### src/rtl/load_store_initiator.sv
// load_store_initiator: single-outstanding load/store master with lane alignment, extension and WAIT timeout
module load_store_initiator #(
  parameter int DATA_WIDTH     = 32,
  parameter int ADDRESS_BITS   = 32,
  parameter int TIMEOUT_CYCLES = 255
) (
  input  logic                    clock,
  input  logic                    reset,
  input  logic                    ls_load,
  input  logic                    ls_store,
  input  logic [1:0]              ls_size,
  input  logic                    ls_unsigned,
  input  logic [ADDRESS_BITS-1:0] ls_address,
  input  logic [DATA_WIDTH-1:0]   ls_store_data,
  output logic [DATA_WIDTH-1:0]   ls_load_data,
  output logic                    ls_done,
  output logic                    ls_misaligned,
  output logic                    ls_error,
  output logic                    ls_busy,
  output logic                    d_mem_read,
  output logic                    d_mem_write,
  output logic [3:0]              d_mem_byte_en,
  output logic [ADDRESS_BITS-1:0] d_mem_address,
  output logic [DATA_WIDTH-1:0]   d_mem_data_out,
  input  logic [DATA_WIDTH-1:0]   d_mem_data_in,
  input  logic [ADDRESS_BITS-1:0] d_mem_address_in,
  input  logic                    d_mem_valid,
  input  logic                    d_mem_ready
);
  localparam int CW = $clog2(TIMEOUT_CYCLES + 1) + 1;
  typedef enum logic [1:0] {IDLE, REQ, WAIT, DONE} state_t;
  state_t                  state_q, state_d;
  logic [ADDRESS_BITS-1:0] addr_q, addr_d;
  logic [1:0]              size_q, size_d;
  logic                    uns_q, uns_d, store_q, store_d, err_q, err_d, mis_q, mis_d;
  logic [3:0]              be_q, be_d, be_new;
  logic [DATA_WIDTH-1:0]   wdata_q, wdata_d, wdata_new, rdata_q, rdata_d, lane, ext;
  logic [CW-1:0]           cnt_q, cnt_d;
  logic                    one_req, illegal, misaligned, accept, timeout;
  always_ff @(posedge clock) begin
    if (reset) begin
      state_q <= IDLE;
      addr_q  <= '0;
      size_q  <= '0;
      uns_q   <= 1'b0;
      store_q <= 1'b0;
      err_q   <= 1'b0;
      mis_q   <= 1'b0;
      be_q    <= '0;
      wdata_q <= '0;
      rdata_q <= '0;
      cnt_q   <= '0;
    end else begin
      state_q <= state_d;
      addr_q  <= addr_d;
      size_q  <= size_d;
      uns_q   <= uns_d;
      store_q <= store_d;
      err_q   <= err_d;
      mis_q   <= mis_d;
      be_q    <= be_d;
      wdata_q <= wdata_d;
      rdata_q <= rdata_d;
      cnt_q   <= cnt_d;
    end
  end
  always_comb begin
    one_req    = ls_load ^ ls_store;
    illegal    = (ls_load & ls_store) | (one_req & ls_size == 2'd3);
    misaligned = one_req & ((ls_size == 2'd1 & ls_address[0]) | (ls_size == 2'd2 & ls_address[1:0] != 2'd0));
    be_new     = ls_size == 2'd0 ? 4'b0001 << ls_address[1:0] :
                 ls_size == 2'd1 ? (ls_address[1] ? 4'b1100 : 4'b0011) : 4'b1111;
    wdata_new  = ls_size == 2'd0 ? {4{ls_store_data[7:0]}} :
                 ls_size == 2'd1 ? {2{ls_store_data[15:0]}} : ls_store_data;
    // halves are aligned, so the byte-offset shift also selects the correct half lane
    lane       = d_mem_data_in >> {addr_q[1:0], 3'b000};
    ext        = size_q == 2'd0 ? {{24{~uns_q & lane[7]}}, lane[7:0]} :
                 size_q == 2'd1 ? {{16{~uns_q & lane[15]}}, lane[15:0]} : lane;
    accept     = state_q == WAIT && d_mem_valid && ((d_mem_address_in ^ addr_q) >> 2) == '0;
    timeout    = state_q == WAIT && !accept && cnt_q == CW'(TIMEOUT_CYCLES);
  end
  always_comb begin
    state_d = state_q;
    addr_d  = addr_q;
    size_d  = size_q;
    uns_d   = uns_q;
    store_d = store_q;
    be_d    = be_q;
    wdata_d = wdata_q;
    rdata_d = rdata_q;
    cnt_d   = cnt_q;
    err_d   = 1'b0;
    mis_d   = 1'b0;
    case (state_q)
      IDLE: begin
        err_d = illegal;
        mis_d = !illegal && misaligned;
        if (one_req && !illegal && !misaligned) begin
          state_d = REQ;
          addr_d  = ls_address;
          size_d  = ls_size;
          uns_d   = ls_unsigned;
          store_d = ls_store;
          be_d    = be_new;
          wdata_d = wdata_new;
        end
      end
      REQ: begin
        cnt_d = '0;
        if (d_mem_ready) state_d = store_q ? DONE : WAIT;
      end
      WAIT: begin
        cnt_d   = cnt_q + 1'b1;
        rdata_d = accept ? ext : rdata_q;
        err_d   = timeout;
        state_d = accept ? DONE : timeout ? IDLE : WAIT;
      end
      default: state_d = IDLE;
    endcase
  end
  always_comb begin
    ls_busy        = state_q != IDLE;
    ls_done        = state_q == DONE;
    ls_error       = err_q;
    ls_misaligned  = mis_q;
    d_mem_write    = state_q == REQ && store_q;
    d_mem_read     = (state_q == REQ && !store_q) || state_q == WAIT;
    d_mem_byte_en  = be_q;
    d_mem_address  = addr_q;
    d_mem_data_out = wdata_q;
    ls_load_data   = rdata_q;
  end
endmodule
### config.mk
export PLATFORM = sky130hd
export DESIGN_NAME = load_store_initiator
export DESIGN_NICKNAME = d
export VERILOG_FILES = /design/src/rtl/load_store_initiator.sv
export SDC_FILE = /design/constraint.sdc
export NUM_CORES = 1
export LEC_CHECK = 0
export CORE_ASPECT_RATIO = 1.2
export CORE_MARGIN = 10
export CORE_UTILIZATION = 43
export CTS_CLUSTER_DIAMETER = 150
export DETAILED_ROUTE_END_ITERATION = 16
export PLACE_DENSITY = 0.81
export SETUP_SLACK_MARGIN = 0.15
export SLEW_MARGIN = 20
export SYNTH_ARGS = -nofsm -noshare
export SYNTH_HDL_FRONTEND = slang
export SYNTH_SLANG_ARGS = --single-unit
### constraint.sdc
create_clock -name clock -period 3.2 [get_ports clock]
set_input_delay 0.64 -clock clock [delete_from_list [all_inputs] [get_ports clock]]
set_output_delay 0.64 -clock clock [all_outputs]
set_load 0.05 [all_outputs]
==> flow_summary.toml <==
[routing]
ant_nets = 0
wire_per_inst_um = 18.7
vias = 5859
drt-pass1-iter-count = 5
first_iter_violations = 316
viasPerCell = 5.35
wl_mm = 20.5
drc = 0

[worst_setup_path]
cp_data_required_time_ps = 2560
crit_chain = "inv_1 > ha_1 > inv_1 > o21ai_0 > clkdlybuf4s50_1"
worstSetupPathDepth = 5
crit_buf_inv = 3
worst_setup_path_end_kind = "output port"
cp_slowest_stage_delay_ps = 840
endpoint = "d_mem_read"
cp_max_fo = 6
r2r_end = "ls_load_data[16]$_SDFFE_PP0P_"
path_common_cell = "inv_1"
startpoint = "state_q[0]$_SDFFE_PP0P_"
startpoint_type = "register"
regToRegStartpoint = "d_mem_address[13]$_SDFFE_PP0P_"
regToRegSetupSlack_ps = 680
critPathTopFamily = "buffers and inverters"
crit_type = "reg -> out"
reg2regPathDepth = 5
critical_path_arrival_ps = 2200
slowest_stage = "clkdlybuf4s50_1"

[clock_network]
cts.path.max_buffers = 2
holdBufCountCts = 0
cts-resized-gates = 0
clk_pin_slew_ps = 50
cts_tree = "yes"
cts_root_buffer = "clkbuf_16"
cts-buffers-inserted = 17
insertion_delay_ps = 420
cts_setup_buffers = 0
cts_sinks = 117
htreeDepth = 4

[power]
powerDensity_nw_per_um2 = 589
ir_drop_uv = 459
leakagePower_nw = 3.16

[floorplan]
core_area_um2 = 13100
die_w_um = 125
start_util_pct = 43.7
fp.dieArea_um2 = 18400
rows = 46
dieHeight_um = 146
io-pin-count = 243

[finish]
nNetsFinal = 1062
drive_above_1_share_pct = 7.34
syn_to_final_growth_pct = 54.8
final_cell_area_um2 = 8870
n_antenna_cell = 0

[place]
gp_congestion = 0.873
placed_cell_area_um2 = 8260
dp_hpwl_mm = 15.7
numPortBuffers = 240

[yosys]
syn_avg_cell_area_um2 = 8.26
syn_area_um2 = 5730
synth_seq_cells = 117
synth_top_area_share_pct = 40.9
yosysSeqAreaShare_pct = 40.9
syn_inst = 694
ys_types = 53
synth_area_leader_cell = "dfxtp_1"
synth_ff_type = "dfxtp_1"
synthTopCellsByArea = "dfxtp_1, nand2_1, a21oi_1"
async_flop_share_pct = 0
syn_nets = 839
yosysWarnings = 0
synth_edf_count = 0

[global_routing]
grt_overflow = 0
grt_pass1_vias = 5899
grt.total_usage_pct = 21.7
grt_start_max_net_pins = 66
antenna_found_initial = 0
grt_pass1_wl_mm = 32.3

[timing]
max_freq_mhz = 353
hold_viol = 0
fin_skew_ps = 9.38
slew_violations = 0
tightestPinTransition_ps = 974
period_needed_ps = 2840
rsz0062_at_grt = "false"
period_share_pct = 88.6
max_slew_margin_pct = 34.0
timing.hold.ws_ps = 452
setup_violations = 0

[outcome]
status = "completed"

[job]
cap_violations = 0

[worst_hold_path]
min_path_type = "reg -> reg"
## cells in the mapped netlist (2+ instances only)
library cell / n
o2111ai_1: 8
xnor2_1: 15
buf_6: 2
nor4b_1: 2
and4_1: 2
a211oi_1: 19
a311oi_1: 15
and2_1: 3
nor2_1: 40
ha_1: 8
xor2_1: 24
o221a_2: 8
nand3_1: 7
o21ai_0: 40
buf_2: 3
nor3_1: 5
o41ai_1: 2
nand4_1: 6
nor2b_1: 2
mux2i_1: 32
o21a_1: 2
mux2_2: 7
clkbuf_1: 40
nand2_1: 148
o211a_1: 2
buf_1: 6
or4_4: 2
nor4_1: 6
a21oi_1: 82
a21o_1: 2
dfxtp_1: 117
nand3b_1: 2
o211ai_1: 2
nand2b_1: 4
inv_1: 11
## routing by layer
metal / track usage [%] / up-vias / wire length, µm
met5: 0 / - / 0
met4: 10.0 / 0 / 654
met3: 7.82 / 41 / 1540
met2: 38.0 / 208 / 10500
met1: 22.7 / 2716 / 7780
li1: - / 2894 / -
## area by class of cell
class                   count  area (µm²)
repair buffers            257        2550
flip-flops and latches    117        2340
multi-input cells         513        3110
clock inverters             3        90.1
fillers                  1069        4250
inverters                  11        41.3
clock buffers              26         519
well taps                 168         210
## power breakdown
group	leakage [nW]	internal (mW)	switching, mW
Sequential	0.949	1.57	0.0920
Clock	0.299	1.34	0.630
Combinational	1.91	0.601	0.991
Total	3.16	3.51	1.71
## worst register-to-register path, stage by stage (launching register included)
cell	delay [ps]
dfxtp_1	360
xor2_1	180
or4b_2	680
nor4_2	440
o311ai_1	400
o221a_2	350
## sequential cells by signal, summed over array words and instances (netlist names)
register and cells:
ls_misaligned 1, cnt_q 9, ls_error 1, uns_q 1
store_q 1, d_mem_data_out 32, d_mem_byte_en 4, d_mem_address 32
ls_load_data 32, state_q 2, size_q 2
## through the flow
step	instances	util (%)	setup WS, ps	power [mW]	setup TNS, ps
floorplan	694	-	667	2.67	0
global placement	1066	62.9	-25.1	3.26	-190
detailed placement	1066	62.9	-24.8	3.28	-165
CTS	1095	67.6	342	5.25	0
global route	1095	67.6	215	5.45	0
finish	1095	67.6	365	5.22	0
## kinds of logic after synthesis
logic type / synth area share (%)
fa+ha+maj: 1.75
xor+xnor: 5.96
mux: 7.36
compound gates: 20.8
simple gates: 18.4
buf+inv: 4.83
flops: 40.9
## cell usage in the layout (no fill, tap or decap), types with 11 or more instances in the layout
master and n:
inv_1 11, o21ai_0 40, nand2_1 148, a311oi_1 15
a21oi_1 82, dfxtp_1 117, buf_4 16, xor2_1 24
clkbuf_16 17, clkdlybuf4s50_1 239, nor2_1 40, xnor2_1 15
a211oi_1 19, mux2i_1 32
## worst min-delay path by stage
| stage | start | end | cells past startpoint |
|---|---|---|---|
| finish | d_mem_data_out[5]$_SDFFE_PP0P_ | d_mem_data_out[5]$_SDFFE_PP0P_ | 2 |
| global route | d_mem_data_out[25]$_SDFFE_PP0P_ | d_mem_data_out[25]$_SDFFE_PP0P_ | 2 |
| CTS | d_mem_data_out[7]$_SDFFE_PP0P_ | d_mem_data_out[7]$_SDFFE_PP0P_ | 2 |
| detailed placement | d_mem_data_out[2]$_SDFFE_PP0P_ | d_mem_data_out[2]$_SDFFE_PP0P_ | 2 |
| global placement | d_mem_data_out[0]$_SDFFE_PP0P_ | d_mem_data_out[0]$_SDFFE_PP0P_ | 2 |
| floorplan | store_q$_SDFFE_PP0P_ | store_q$_SDFFE_PP0P_ | 2 |
No activity file was read; power rests on OpenSTA's default activity.
